File: config.mk
export PLATFORM = sky130hd
export DESIGN_NAME = instr_prefetch_queue
export DESIGN_NICKNAME = d
export VERILOG_FILES = /design/src/rtl/ipq_pkg.sv /design/src/rtl/ipq_ring.sv /design/src/rtl/instr_prefetch_queue.sv
export SDC_FILE = /design/constraint.sdc
export NUM_CORES = 1
export LEC_CHECK = 0
export BUFFER_PORTS_ARGS = -buffer_cell sky130_fd_sc_hd__buf_2
export CAP_MARGIN = 25
export CORE_MARGIN = 2
export CORE_UTILIZATION = 40
export DETAILED_ROUTE_END_ITERATION = 16
export GPL_ROUTABILITY_DRIVEN = 0
export PLACE_DENSITY = 0.67
export SYNTH_ARGS = -nofsm -noshare
export SYNTH_HDL_FRONTEND = slang
export SYNTH_SLANG_ARGS = --single-unit
export TNS_END_PERCENT = 100
File: constraint.sdc
create_clock -name clock -period 3.1 [get_ports clock]
set_clock_uncertainty 0.1 [all_clocks]
set_input_delay 0.155 -clock clock [delete_from_list [all_inputs] [get_ports clock]]
set_output_delay 0.155 -clock clock [all_outputs]
set_load 0.02 [all_outputs]
File: src/rtl/ipq_pkg.sv
// Shared types and constants for instr_prefetch_queue and its ring buffer.
// The optional IPQ_BYPASS_EN feature is implemented in the top module.
package ipq_pkg;

  typedef enum logic [1:0] {
    IDLE,
    WAIT,
    DISCARD
  } ipqState_t;

  localparam int IPQ_INSTR_W = 16;
  localparam int IPQ_ADDR_W  = 16;

  // Default-width entry layout; ipq_ring re-declares it at its own parameter widths.
  typedef struct packed {
    logic [IPQ_INSTR_W-1:0] data;
    logic [IPQ_ADDR_W-1:0]  pc;
  } ipqEntry_t;

  localparam int NOP_INSTR = 0;

endpackage

File: src/rtl/ipq_ring.sv
// Circular buffer of {instruction, pc} entries with push/pop and a single-cycle flush.
// Has no knowledge of the fetch protocol; the caller never pushes when full or pops when empty.
module ipq_ring #(
  parameter int INSTR_W = 16,
  parameter int ADDR_W  = 16,
  parameter int DEPTH   = 4
) (
  input  logic                     clock,
  input  logic                     reset,
  input  logic                     flush,
  input  logic                     push,
  input  logic [INSTR_W-1:0]       pushData,
  input  logic [ADDR_W-1:0]        pushPc,
  input  logic                     pop,
  output logic [INSTR_W-1:0]       headData,
  output logic [ADDR_W-1:0]        headPc,
  output logic [$clog2(DEPTH):0]   count
);

  localparam int PW = $clog2(DEPTH);
  localparam int CW = PW + 1;

  typedef struct packed {
    logic [INSTR_W-1:0] data;
    logic [ADDR_W-1:0]  pc;
  } entry_t;

  entry_t        mem [DEPTH];
  logic [PW-1:0] rdPtr;
  logic [PW-1:0] wrPtr;

  always_ff @(posedge clock) begin
    if (!reset) begin
      rdPtr <= '0;
      wrPtr <= '0;
      count <= '0;
    end else if (flush) begin
      rdPtr <= '0;
      wrPtr <= '0;
      count <= '0;
    end else begin
      if (push) wrPtr <= wrPtr + 1'b1;
      if (pop)  rdPtr <= rdPtr + 1'b1;
      count <= count + CW'(push) - CW'(pop);
    end
  end

  // Storage carries no reset; only the pointers and count decide what is live.
  always_ff @(posedge clock) begin
    if (reset && !flush && push) mem[wrPtr] <= '{data: pushData, pc: pushPc};
  end

  assign headData = mem[rdPtr].data;
  assign headPc   = mem[rdPtr].pc;

endmodule

File: src/rtl/instr_prefetch_queue.sv
// Instruction prefetch queue: sequential fetch FSM and PC counter around an ipq_ring.
// Define IPQ_BYPASS_EN to forward a response straight to the decoder when the queue is empty.
module instr_prefetch_queue
  import ipq_pkg::*;
#(
  parameter int                INSTR_W  = 16,
  parameter int                ADDR_W   = 16,
  parameter int                DEPTH    = 4,
  parameter logic [ADDR_W-1:0] RESET_PC = '0
) (
  input  logic                   clock,
  input  logic                   reset,
  output logic                   fetch_req,
  output logic [ADDR_W-1:0]      fetch_addr,
  input  logic                   fetch_valid,
  input  logic [INSTR_W-1:0]     fetch_data,
  output logic [INSTR_W-1:0]     Instruction,
  output logic [ADDR_W-1:0]      instr_pc,
  output logic                   instr_valid,
  input  logic                   instr_ready,
  input  logic                   redirect,
  input  logic [ADDR_W-1:0]      redirect_addr,
  output logic [$clog2(DEPTH):0] count,
  output logic                   full
);

  localparam int CW  = $clog2(DEPTH) + 1;
  localparam int CAW = CW + 1;

  ipqState_t          state;
  logic [ADDR_W-1:0]  pc;
  logic [ADDR_W-1:0]  reqPc;
  logic [INSTR_W-1:0] headData;
  logic [ADDR_W-1:0]  headPc;
  logic               headValid;
  logic               pop;
  logic               push;
  logic               issue;
  logic [CAW-1:0]     countAfter;

  assign headValid = (count != '0);
  assign pop       = headValid && instr_ready && !redirect;

`ifdef IPQ_BYPASS_EN
  logic bypassTake;
  assign bypassTake = reset && !headValid && (state == WAIT) && fetch_valid
                      && !redirect && instr_ready;
  assign push       = reset && (state == WAIT) && fetch_valid && !redirect && !bypassTake;
`else
  assign push       = reset && (state == WAIT) && fetch_valid && !redirect;
`endif

  // A request is only issued if the slot it will fill is still free after this edge.
  assign countAfter = {1'b0, count} + CAW'(push) - CAW'(pop);
  assign issue      = reset && !redirect
                      && ((state == IDLE) || ((state == WAIT) && fetch_valid))
                      && (countAfter < CAW'(DEPTH));

  assign fetch_req  = issue;
  assign fetch_addr = pc;
  assign full       = (count == CW'(DEPTH));

  always_ff @(posedge clock) begin
    if (!reset) begin
      state <= IDLE;
      pc    <= RESET_PC;
      reqPc <= '0;
    end else if (redirect) begin
      pc    <= redirect_addr;
      state <= (((state == WAIT) || (state == DISCARD)) && !fetch_valid) ? DISCARD : IDLE;
    end else begin
      if (issue) begin
        pc    <= pc + 1'b1;
        reqPc <= pc;
      end
      case (state)
        IDLE:    if (issue) state <= WAIT;
        WAIT:    if (fetch_valid) state <= issue ? WAIT : IDLE;
        DISCARD: if (fetch_valid) state <= IDLE;
        default: state <= IDLE;
      endcase
    end
  end

  always_comb begin
    instr_valid = headValid;
    Instruction = headValid ? headData : INSTR_W'(NOP_INSTR);
    instr_pc    = headValid ? headPc : '0;
`ifdef IPQ_BYPASS_EN
    if (bypassTake) begin
      instr_valid = 1'b1;
      Instruction = fetch_data;
      instr_pc    = reqPc;
    end
`endif
  end

  ipq_ring #(
    .INSTR_W(INSTR_W),
    .ADDR_W (ADDR_W),
    .DEPTH  (DEPTH)
  ) ring (
    .clock   (clock),
    .reset   (reset),
    .flush   (redirect),
    .push    (push),
    .pushData(fetch_data),
    .pushPc  (reqPc),
    .pop     (pop),
    .headData(headData),
    .headPc  (headPc),
    .count   (count)
  );

endmodule
---- Word-level counts from Yosys, hierarchy flattened ----
Memory sizes are Yosys's and may differ from the RTL's. A register that Yosys moved wholly into a read port is not among the register bits.
Cells that the tools add are included.
storage, ports and cells
  output and inout bits ................... 54
  logic and storage cells ................. 59
  input bits .............................. 37
  RAM bits ................................ 128
  register bits after elaboration ......... 41
  memories kept ........................... 1
operators by class
  add/sub/neg operators ................... 7
  multiplexer cells ....................... 15
  order comparisons ....................... 1
  bitwise operators ....................... 2
  reductions and logical operators ........ 21
  eq/ne operators ......................... 6
memories
  memory    words  width  read ports  clocked after Yosys merged registers in  wr ports  RTL line        source
  ring.mem  4      32     1           1                                        1         ipq_ring.sv:28  entry_t mem [DEPTH];
operator list
  cell                                                                    count
  16-bit two-way mux                                                      4
  16-bit by 1-bit adder with 16-bit output (second input constant)        1
  2-bit two-way mux                                                       7
  1-bit logical AND                                                       11
  3-bit inequality test (second input constant)                           3
  2-bit one-hot mux with 3 select lines                                   1
  2-bit by 1-bit adder with 2-bit output (second input constant)          2
  3-bit by 1-bit adder with 4-bit output                                  1
  4-bit by 3-bit < comparator with 1-bit output (second input constant)   1
  4-bit by 1-bit subtractor with 4-bit output                             1
  3-bit by 1-bit adder with 3-bit output                                  1
  3-bit equality test (second input constant)                             1
  1-bit two-way mux                                                       3
  3-bit AND reduction                                                     1
  3-bit nonzero test                                                      1
  3-bit by 1-bit subtractor with 3-bit output                             1
  2-bit by 1-bit equality test with 1-bit output (second input constant)  1
  2-bit equality test (second input constant)                             1
  1-bit zero test                                                         2
  2-bit zero test                                                         1
  1-bit logical OR                                                        2
  1-bit inverter                                                          2
  2-bit AND reduction                                                     1
  2-bit nonzero test                                                      1
  2-bit OR reduction                                                      1

---- Depth between registers and ports, before layout ----
Gate-level depths: netlist of the first run.
  depth in word-level cells ............... 12
  gate-level depth with buffers ........... 13
  gate-level depth less buffers ........... 12

---- Modules after synthesis ----
A second synthesis of the first run with hierarchy kept.
unflattened totals
  cells, all modules ...................... 462
  area total of the unflattened synthesis .. 7025.5 µm²
modules (own cells, without submodules)
  module                instances  area an instance (µm²)  sequential area each (µm²)  cells each
  ipq_ring              1          5098.6                  4023.9                      209
  instr_prefetch_queue  1          1926.8                  680.7                       253

---- Worst setup path after synthesis of the first run ----
No wires, ideal clock.
  kind .................................... reg2reg
  from .................................... register ring.count[2]
  to ...................................... register pc[15], in the netlist fetch_addr[15]
  period minus slack after synthesis ...... 3.266 ns
  stages on the path, launching flop included .. 14
  required time ........................... 2.878 ns
  buffers on the path ..................... 1
  arrival time ............................ 3.044 ns
  slack ................................... -0.166 ns
  setup time .............................. 0.122 ns
  cells stage by stage .................... dfxtp_1 > nor3_1 > nor3b_1 > ha_1 > inv_1 > ha_1 > fa_1 > xnor2_1 > nor3_4 > nand2_4 > inv_2 > buf_6 > nor3_1 > a311o_1
on the way
  longest elaborated chain between the ends .. 7
  elaborated cells between the ends (all ways) .. 8
ends and longest elaborated chain
  item                                           RTL line                    source
  from (decl)                                    ipq_ring.sv:17              output logic [$clog2(DEPTH):0] count
  from (signal assigned)                         ipq_ring.sv:44              count <= count + CW'(push) - CW'(pop);
  3-bit nonzero test                             instr_prefetch_queue.sv:41  assign headValid = (count != '0);
  1-bit logical AND (2 in series)                instr_prefetch_queue.sv:42  assign pop = headValid && instr_ready && !redirect;
  net pop                                        instr_prefetch_queue.sv:36  logic pop;
  4-bit by 1-bit subtractor with 4-bit output    instr_prefetch_queue.sv:54  assign countAfter = {1'b0, count} + CAW'(push) - CAW'(pop);
  4-bit by 3-bit < comparator with 1-bit output  instr_prefetch_queue.sv:57  && (countAfter < CAW'(DEPTH));
  1-bit logical AND                              instr_prefetch_queue.sv:57
  2-bit nonzero test (no line)                   --
  to (signal assigned)                           instr_prefetch_queue.sv:69  pc <= redirect_addr;
  to (signal assigned)                           instr_prefetch_queue.sv:73  pc <= pc + 1'b1;
  to (decl)                                      instr_prefetch_queue.sv:31  logic [ADDR_W-1:0] pc;
The timed path passes the listed nets, and every way through them passes these cells.
A chain may end at the register's enable or synchronous reset.

---- Final worst setup path of the first run ----
  from .................................... register ring.count[0]
  to ...................................... output port fetch_req
on the way
  longest elaborated chain between the ends .. 6
  elaborated cells between the ends (all ways) .. 7
ends and longest elaborated chain
  item                                           RTL line                    source
  3-bit nonzero test                             instr_prefetch_queue.sv:41
  1-bit logical AND (2 in series)                instr_prefetch_queue.sv:42
  net pop                                        instr_prefetch_queue.sv:36
  4-bit by 1-bit subtractor with 4-bit output    instr_prefetch_queue.sv:54
  4-bit by 3-bit < comparator with 1-bit output  instr_prefetch_queue.sv:57
  1-bit logical AND                              instr_prefetch_queue.sv:57
  to (decl)                                      instr_prefetch_queue.sv:13  output logic fetch_req,
The timed path passes the listed nets, and every way through them passes these cells.

==> impl_results.md, run 1 <==
* Status: completed
* All-Layer GR Usage at 15.7%
* Clock Pin Slew Worst Setup and Hold Paths at 0.06 ns
* Largest cells by area after synthesis: edfxtp_1 55%, dfxtp_1 12%, mux4_2 10%
* CTS tree: yes
* 1st-pass router iterations at 5
* Maximum clock insertion buffer count at 2
* Critical Path Fanout Max at 10
* Mapped Avg Cell Area at 15.0 µm²
* Adder-Cell Fraction of Synth Area at 2.59%
* Largest family of logic cells by synthesized area: simple AND/OR/NAND/NOR gates
* Worst path required time at 2.84 ns
* Synth Instances at 471
* Via Count at 4334
* Die area at 18700 µm²
* Layout fillers at 1422
* Layout Nets at 664
* Netlist cell types at 46
* TritonCTS buffer count at 17
* Avg WL per Cell at 16.3 µm
* Starting Density at 40.9%
* Synth top cells by count: 128 x edfxtp_1, 51 x nand2_1, 43 x dfxtp_1
* Drt total wl at 13900 µm
* Detail Placement HPWL at 8540 µm
* Path depth of the worst reg2reg path at 13
* Final-report hold violation count at 0
* Synth top area share at 54.5%
* Core Rows at 48
* Pin count of the biggest net entering global routing at 34
* Post-synthesis simple-gate area fraction at 11.6%
* Worst Setup SP: ring.count[0]$_SDFF_PP0_
* Crit path time final at 2.96 ns
* Startpoint Class: flip-flop
* Sequential area share after synthesis at 66.7%
* GRT overflow at 0
* H-tree levels at 4
* FF-to-FF End: fetch_addr[0]$_SDFFE_PN0P_
* Fin cells at 851
* Core Region at 17200 µm²
* Post-synth top flop: edfxtp_1
* Num ports at 91
* Hold WS at 0.0103 ns
* Pins Over Slew Limit at 0
* Ys async rst share at 0%
* Root buffer cell: clkbuf_16
* Final period utilization at 95.6%
* Port bufs at 90
* R2r startpoint: ring.count[0]$_SDFF_PP0_
* Number of global-route vias before repair at 4393
* Setup CP Type: reg -> out
* Post-synth EDFFs at 128
* Count of endpoints failing setup in the final report at 0
* Number of max-cap violations at 0
* Antenna cells at 0
* Initial antenna violation count at 0
* Post-synthesis mux area share at 10.9%
* Synth Net Count at 522
* Via density at 5.09
* Area grow syn2layout at 25.3%
* Pwr per Cell Area at 532 nW/µm²
* DRT antenna net count at 0
* Share of cells above drive strength 1 at 32.1%
* Max IR drop VDD at 403 µV
* Synth Area in XOR/XNOR at 0.870%
* Hold Path Class: in -> reg
* Post-synth top area cell: edfxtp_1
* Worst-Skew Late Latency at 0.42 ns
* Most frequent cell after synthesis: edfxtp_1
* Synth Warn # at 0
* Reg2reg setup slack at 0.25 ns
* Mapped cell area at 7050 µm²
* Arr. time, crit path at 2.71 ns
* DR iter-0 viols at 368
* Synth Register Bits at 171
* Measured slew at the worst slew-check pin at 0.495 ns
* Leak at 3.13 nW
* First-pass GRT wire length at 22100 µm
* Crit path to: fetch_req
* Placed Cells at 777
* Drt drc at 0
* Slew HR at 67.0%
* Fmax at 338 MHz
* Compound-cell area share of the yosys netlist at 5.17%
* Die Y at 137 µm
* Die W at 137 µm
* Crit end category: output pin
* Hold path cells at 3
* CTS sink cnt at 171
## per-stage QoR
| step | instance area [µm²] | setup TNS, ns | setup WS, ns | total power [W] | utilization [%] |
|---|---|---|---|---|---|
| 6_report | 8830 | 0 | 0.137 | 0.00470 | 51.2 |
| 5_1_grt | 8830 | -0.00638 | -0.00638 | 0.00485 | 51.2 |
| 4_1_cts | 8750 | 0 | 0.0333 | 0.00473 | 50.7 |
| 3_5_place_dp | 7830 | 0 | 0.0650 | 0.00274 | 45.4 |
| 3_3_place_gp | 7830 | 0 | 0.257 | 0.00273 | 45.4 |
| 2_1_floorplan | 7060 | 0 | 0.0190 | 0.00265 | - |
## placed cells by master (no fill, tap or decap), types with 19 or more instances in the layout
cell type	synthesis	layout
a21oi_1	26	25
buf_2	7	89
buf_4	0	20
clkbuf_16	0	19
dfxtp_1	43	39
dlygate4sd3_1	0	33
edfxtp_1	128	128
mux4_2	32	32
nand2_1	51	50
nor2b_1	35	35
## state kept, by name (all words and copies together), names as in the netlist, named ones only
register,count
fetch_addr,16
ring.mem,128
state,2
ring.rdPtr,2
reqPc,16
ring.count,3
ring.wrPtr,2
## repair_timing
item | CTS | global route
setup buffers | 2 | 6
resized for setup | 8 | 8
hold buffers | 34 | 0
pin swaps | 2 | 3
cloned | 0 | 1
hold endpoints to repair | 81 | 0
setup endpoints to repair | 1 | 4
## layout make-up
type                    instances  area, µm²  area share (%)
clock buffers                  24        473            5.35
clock inverters                 8       72.6           0.822
inverters                      14       60.1           0.680
multi-input cells             263       2230            25.3
flip-flops and latches        171       4710            53.3
well taps                     225        282            3.19
repair buffers                146       1000            11.3
## worst min path at each step
stage / start / endpoint / slack (ns)
2_1_floorplan: fetch_data[0] / ring.mem[0][16]$_DFFE_PP_ / 0.15
3_3_place_gp: fetch_data[0] / ring.mem[0][16]$_DFFE_PP_ / 0.26
3_5_place_dp: fetch_data[7] / ring.mem[1][23]$_DFFE_PP_ / 0.28
4_1_cts: redirect_addr[9] / fetch_addr[9]$_SDFFE_PN0P_ / 0.02
5_1_grt: redirect / state[1]$_SDFFE_PN0P_ / 0.01
6_report: redirect / state[1]$_SDFFE_PN0P_ / 0.01
## cell families (layout without fill, tap and decap cells)
family,after synthesis,after routing
DFF,171,171
and+or+nand+nor,150,150
AOI/OAI and AO/OA,56,56
buffers and inverters,37,192
muxes,36,36
adders and majority gates,14,14
xor gates and xnor gates,7,7
## metal layers
layer	track usage [%]	share of wire (%)	vias to the layer above
met5	0	0	-
met3	3.37	5.2	17
li1	-	-	2066
met4	7.29	1.6	0
met1	19.9	45	2123
met2	25.7	49	128
## critical path, cell delays in order (launching register included)
cell,delay [ns]
dfxtp_2,0.35
nor3_4,0.20
nor3b_2,0.07
ha_1,0.27
inv_1,0.04
ha_2,0.18
fa_2,0.35
xnor2_2,0.16
nor3_4,0.22
nand2_4,0.12
inv_8,0.09
buf_12,0.11
buf_6,0.11
## report_power, final
group	switching [W]	leakage (nW)	internal (W)	total (W)
Sequential	0.0000369	1.53	0.00247	0.00251
Combinational	0.000118	1.33	0.000108	0.000226
Clock	0.000812	0.271	0.00115	0.00196
Note: power is estimated with default switching activity, not from simulation.
==> run 2: changes to the inputs <==
- RECOVER_POWER: unset -> 50
==> run 2 against run 1 <==
Effect of this change: worst setup slack better by 0.00066 ns; critical path depth stayed put; first-iteration DRC count is 9.5% lower; non-clock buffer count stayed put; count of clock-buffer cells in the layout stayed put; power hardly changed; clock power hardly changed; wire length is 0.14% higher; via count is 0.23% lower; critical path type unchanged; highest routed layer unchanged.
==> impl_results.md, run 2 (same netlist as run 1, synthesis figures left out) <==
* Design Area, Final at 8810 µm² (was 8830 µm²)
* Leak at 3.09 nW (was 3.13 nW)
* Hold Path Origin: redirect (unchanged)
* CTS sink cnt at 171 (unchanged)
* Fin cells at 851 (unchanged)
* Worst-case hold path end point: state[1]$_SDFFE_PN0P_ (unchanged)
* Pin count of the biggest net entering global routing at 34 (unchanged)
* Drt total wl at 13900 µm (about the same)
* 1st-pass router iterations at 4 (was 5)
* Arr. time, crit path at 2.71 ns (about the same)
* Number of max-cap violations at 0 (unchanged)
* All-Layer GR Usage at 15.7% (unchanged)
* Root buffer cell: clkbuf_16 (unchanged)
* DR iter-0 viols at 333 (was 368)
* Starting Density at 40.9% (unchanged)
* Max IR drop VDD at 402 µV (was 403 µV)
* Final period utilization at 95.6% (about the same)
* Measured slew at the worst slew-check pin at 0.497 ns (was 0.495 ns)
* Die W at 137 µm (unchanged)
* Final-report hold violation count at 0 (unchanged)
* Via Count at 4324 (was 4334)
* Critical Path Fanout Max at 10 (unchanged)
* Status: completed (unchanged)
* TritonCTS buffer count at 17 (unchanged)
* Maximum clock insertion buffer count at 2 (unchanged)
* GRT overflow at 0 (unchanged)
* Pins Over Slew Limit at 0 (unchanged)
* Count of endpoints failing setup in the final report at 0 (unchanged)
* Die area at 18700 µm² (unchanged)
* Worst-Skew Late Latency at 0.42 ns (about the same)
* Reg2reg setup slack at 0.25 ns (about the same)
* CTS tree: yes (unchanged)
* Setup CP Type: reg -> out (unchanged)
* Startpoint Class: flip-flop (unchanged)
* Layout Nets at 664 (unchanged)
* Worst path required time at 2.84 ns (about the same)
* Most frequent cells in the layout: 128 x edfxtp_1, 73 x buf_2, 50 x nand2_1, 39 x dfxtp_1, 35 x nor2b_1 (was 128 x edfxtp_1, 89 x buf_2, 50 x nand2_1, 39 x dfxtp_1, 35 x nor2b_1)
* Number of global-route vias before repair at 4393 (unchanged)
* Avg WL per Cell at 16.4 µm (was 16.3 µm)
* Biggest register: ring.mem (unchanged)
* Fmax at 338 MHz (about the same)
* Path depth of the worst reg2reg path at 13 (unchanged)
* Slew HR at 66.9% (was 67.0%)
* Area grow syn2layout at 25.0% (was 25.3%)
* Initial antenna violation count at 0 (unchanged)
* Detail Placement HPWL at 8540 µm (unchanged)
* H-tree levels at 4 (unchanged)
* Most common cell after layout, fill and taps aside: edfxtp_1 (unchanged)
* Drt drc at 0 (unchanged)
* Clock Pin Slew Worst Setup and Hold Paths at 0.06 ns (about the same)
* Core Region at 17200 µm² (unchanged)
* Layout fillers at 1422 (unchanged)
* R2r startpoint: ring.count[0]$_SDFF_PP0_ (unchanged)
* Hold Path Class: in -> reg (unchanged)
* Share of cells above drive strength 1 at 29.6% (was 32.1%)
* Placed Area at 7830 µm² (unchanged)
* FF-to-FF End: fetch_addr[0]$_SDFFE_PN0P_ (unchanged)
* Placed Cells at 777 (unchanged)
* DRT antenna net count at 0 (unchanged)
* Via density at 5.08 (was 5.09)
* Crit end category: output pin (unchanged)
* First-pass GRT wire length at 22100 µm (unchanged)
* Crit path time final at 2.96 ns (about the same)
* Port bufs at 90 (unchanged)
* Die Y at 137 µm (unchanged)
* Max reg flops at 128 (unchanged)
* Num ports at 91 (unchanged)
* Antenna cells at 0 (unchanged)
* Pwr per Cell Area at 533 nW/µm² (was 532 nW/µm²)
* Hold path cells at 3 (unchanged)
* Core Rows at 48 (unchanged)
run 2: cell count changes in the layout (fill, tap and decap cells not counted):
cell / delta
clkbuf_1: +16
buf_2: -16
run 2: layout make-up:
cell class / count / area [µm²] / area share (%)
clock buffer: 24 / 473 / 5.37
clock inverter: 8 / 72.6 / 0.823
inverter: 14 / 60.1 / 0.681
multi-input combinational: 263 / 2230 / 25.3
sequential: 171 / 4710 / 53.5
tap: 225 / 282 / 3.19
timing repair buffer: 146 / 982 / 11.1
run 2: through the flow:
stage	power, W	utilization, %	setup WS (ns)	TNS, ns	hold WS (ns)
after floorplan	0.00265	-	0.0190	0	0.154
after global placement	0.00273	45.4	0.257	0	0.264
after detailed placement	0.00274	45.4	0.0650	0	0.275
after CTS	0.00473	50.7	0.0333	0	0.0247
after global routing	0.00485	51.1	-0.00638	-0.00638	0.0122
final	0.00469	51.1	0.138	0	0.0112
run 2: how the worst max path moves through the flow:
| stage | startpoint | end |
|---|---|---|
| after floorplan | ring.count[2]$_SDFF_PP0_ | fetch_addr[15]$_SDFFE_PN0P_ |
| after global placement | ring.count[2]$_SDFF_PP0_ | fetch_req |
| after detailed placement | ring.count[2]$_SDFF_PP0_ | fetch_addr[0]$_SDFFE_PN0P_ |
| after CTS | ring.count[2]$_SDFF_PP0_ | fetch_req |
| after global routing | ring.count[0]$_SDFF_PP0_ | fetch_req |
| final | ring.count[0]$_SDFF_PP0_ | fetch_req |
run 2: layer usage:
metal	up-vias	track usage (%)	wire length (µm)
li1	2066	-	-
met4	0	7.29	221
met5	-	0	0
met3	17	3.37	721
met2	132	25.7	6770
met1	2109	19.9	6210
run 2: worst max-delay path: stages (launching register included):
cell     delay (ns)
dfxtp_2        0.35
nor3_4         0.20
nor3b_2        0.07
ha_1           0.27
inv_1          0.04
ha_2           0.18
fa_2           0.35
xnor2_2        0.16
nor3_4         0.22
nand2_4        0.12
inv_8          0.09
buf_12         0.11
buf_6          0.11
run 2: repair_timing:
item | 4_1_cts | 5_1_grt
gates cloned | 0 | 1
hold buffers | 34 | 0
setup buffers | 2 | 6
pin swaps | 2 | 3
setup endpoints to repair | 1 | 4
endpoints found under the hold margin | 81 | 0
resized for setup | 8 | 8
run 2: where the power goes:
| group | switching, W | total (W) | internal [W] |
|---|---|---|---|
| sequential | 0.0000370 | 0.00251 | 0.00247 |
| clock | 0.000812 | 0.00196 | 0.00115 |
| combinational | 0.000118 | 0.000223 | 0.000105 |
| total | 0.000967 | 0.00469 | 0.00373 |
==> run 3: changes to the inputs <==
- CORE_UTILIZATION: 40 -> 30
- PLACE_DENSITY: 0.67 -> 0.55
- SLEW_MARGIN: unset -> 10
==> run 3 against run 2 <==
Effect of this change: final area rose by 0.57%; global-route usage shrank 3.1 points; worst setup slack improved by 0.017 ns; critical path depth shrank 1; maximum frequency is 0.59% higher; via count fell by 0.90%; register-to-register slack worse by 0.07 ns; non-clock buffer count down 5; core utilization decreased by 13 points; die area increased by 32%; clock power is 3% higher; critical path type unchanged.
==> impl_results.md, run 3 (same netlist as run 1, synthesis figures left out) <==
* Status: completed (unchanged)
* Final period utilization at 95.0% (was 95.6%)
* Share of cells above drive strength 1 at 28.8% (was 29.6%)
* Core Util, Final at 38.1% (was 51.1%)
* 1st-pass router iterations at 4 (unchanged)
* Max reg flops at 128 (unchanged)
* Count of endpoints failing setup in the final report at 0 (unchanged)
* Maximum clock insertion buffer count at 2 (unchanged)
* Detail Placement HPWL at 9180 µm (was 8540 µm)
* Hold Path Class: in -> reg (unchanged)
* Slowest CP cell: dfxtp_1 (was dfxtp_2)
* Biggest register: ring.mem (unchanged)
* Clock Pin Slew Worst Setup and Hold Paths at 0.07 ns (was 0.06 ns)
* Pin count of the biggest net entering global routing at 34 (unchanged)
* Post-route setup TNS at 0 ns (unchanged)
* Core Region at 23300 µm² (was 17200 µm²)
* H-tree levels at 4 (unchanged)
* Fin cells at 940 (was 851)
* Final-report hold violation count at 0 (unchanged)
* Dpl ws at 0.0190 ns (was 0.0650 ns)
* CTS sink cnt at 171 (unchanged)
* Largest stage delay on the critical path at 0.37 ns (was 0.35 ns)
* Drt drc at 0 (unchanged)
* Arr. time, crit path at 2.69 ns (was 2.71 ns)
* Layout Nets at 659 (was 664)
* GRT overflow at 0 (unchanged)
* Most used cell, CP: ha_1 (was nor3_4)
* Placed Cells at 872 (was 777)
* All-Layer GR Usage at 12.5% (was 15.7%)
* Num ports at 91 (unchanged)
* Worst path required time at 2.84 ns (about the same)
* Fmax at 340 MHz (was 338 MHz)
* Starting Density at 30.3% (was 40.9%)
* Measured slew at the worst slew-check pin at 0.908 ns (was 0.497 ns)
* Leak at 3.05 nW (was 3.09 nW)
* Area grow syn2layout at 25.7% (was 25.0%)
* First-pass GRT wire length at 23200 µm (was 22100 µm)
* Die W at 157 µm (was 137 µm)
* Critical-path cell list: inv_1, ha_1, nand2_2, nor2_1, ha_1, fa_2, xnor2_2, nor3_4, nand2_4, clkinv_8, buf_4 (was nor3_4, nor3b_2, ha_1, inv_1, ha_2, fa_2, xnor2_2, nor3_4, nand2_4, inv_8, buf_12, buf_6)
* RSZ-0062 raised after global routing: false
* Via Count at 4285 (was 4324)
* Number of global-route vias before repair at 4306 (was 4393)
* Pins Over Slew Limit at 0 (unchanged)
* Setup slack after layout at 0.155 ns (was 0.138 ns)
* DR iter-0 viols at 155 (was 333)
* Worst-Skew Late Latency at 0.42 ns (about the same)
* Via density at 4.56 (was 5.08)
* Crit path time final at 2.94 ns (was 2.96 ns)
* Startpoint Class: flip-flop (unchanged)
* Most common cell after layout, fill and taps aside: edfxtp_1 (unchanged)
* DRT antenna net count at 0 (unchanged)
* Port bufs at 90 (unchanged)
* Drt total wl at 14800 µm (was 13900 µm)
* Slew HR at 39.4% (was 66.9%)
* Initial antenna violation count at 0 (unchanged)
* Root buffer cell: clkbuf_16 (unchanged)
* Setup CP Type: reg -> out (unchanged)
* TritonCTS buffer count at 17 (unchanged)
* Critical Path Fanout Max at 5 (was 10)
* Number of max-cap violations at 0 (unchanged)
* Die Y at 157 µm (was 137 µm)
* Final Total Pwr at 0.00474 W (was 0.00469 W)
* Max IR drop VDD at 337 µV (was 402 µV)
* Core Rows at 56 (was 48)
* Most frequent cells in the layout: 128 x edfxtp_1, 68 x buf_2, 50 x nand2_1, 40 x dfxtp_1, 35 x nor2b_1 (was 128 x edfxtp_1, 73 x buf_2, 50 x nand2_1, 39 x dfxtp_1, 35 x nor2b_1)
* Crit end category: output pin (unchanged)
* Die area at 24700 µm² (was 18700 µm²)
* CTS tree: yes (unchanged)
* Avg WL per Cell at 15.8 µm (was 16.4 µm)
* Antenna cells at 0 (unchanged)
* Pwr per Cell Area at 535 nW/µm² (was 533 nW/µm²)
## run 3: changes by cell type in the layout (fill, tap and decap cells not counted), sizes merged
cell         before  now
dlygate4sd3      33   30
buf              96   90
inv              14   20
clkbuf           41   38
clkinv            7    8
## run 3: layout make-up
cell class                      instances  area (µm²)
Tap cell                              319         399
Fill cell                            2252       14400
Inverter                               14        65.1
Timing Repair Buffer                  141         905
Sequential cell                       171        4710
Clock buffer                           17         425
Clock inverter                         15         138
Multi-Input combinational cell        263        2220
## run 3: worst paths after layout
path	start	endpoint	slack (ns)	depth (start not counted)
min reg2reg	ring.wrPtr[1]$_SDFFE_PP0N_	ring.wrPtr[1]$_SDFFE_PP0N_	0.39	2
max	state[1]$_SDFFE_PN0P_	fetch_req	0.16	11
max reg2reg	state[1]$_SDFFE_PN0P_	fetch_addr[3]$_SDFFE_PN0P_	0.18	12
min	redirect_addr[13]	fetch_addr[13]$_SDFFE_PN0P_	0.02	3
## run 3: worst max-delay path, delay by kind of cell, from the launching register on
family / cells / cell delay (ns)
XOR/XNOR: 1 / 0.16
buffers and inverters: 3 / 0.28
adder cells (fa/ha/maj): 3 / 0.88
AND/OR/NAND/NOR: 4 / 0.57
flip-flops: 1 / 0.37
## run 3: report_power, final
group          switching [W]  internal [W]  total, W
logic               0.000116     0.0000966  0.000213
registers          0.0000395       0.00247   0.00251
clock network       0.000897       0.00112   0.00202
total                0.00105       0.00369   0.00474
## run 3: through the flow
| stage | hold WS (ns) | area (µm²) |
|---|---|---|
| global placement | 0.267 | 7940 |
| detailed placement | 0.275 | 7940 |
| finish | 0.0198 | 8860 |
| floorplan | 0.154 | 7060 |
| global route | 0.0358 | 8860 |
| CTS | 0.0125 | 8830 |
## run 3: timing repair
item,4_1_cts,5_1_grt
buffers inserted,1,5
setup endpoints to repair,1,9
resized for setup,5,7
hold endpoints to repair,79,0
hold buffers,30,0
pin swaps,2,3
## run 3: routing by layer
layer	part of all wire, %	vias to the layer above	track usage, %
li1	-	2059	-
met4	2.1	0	5.37
met5	0	-	0
met2	47	120	19.8
met3	5.2	21	3.06
met1	45	2085	16.4
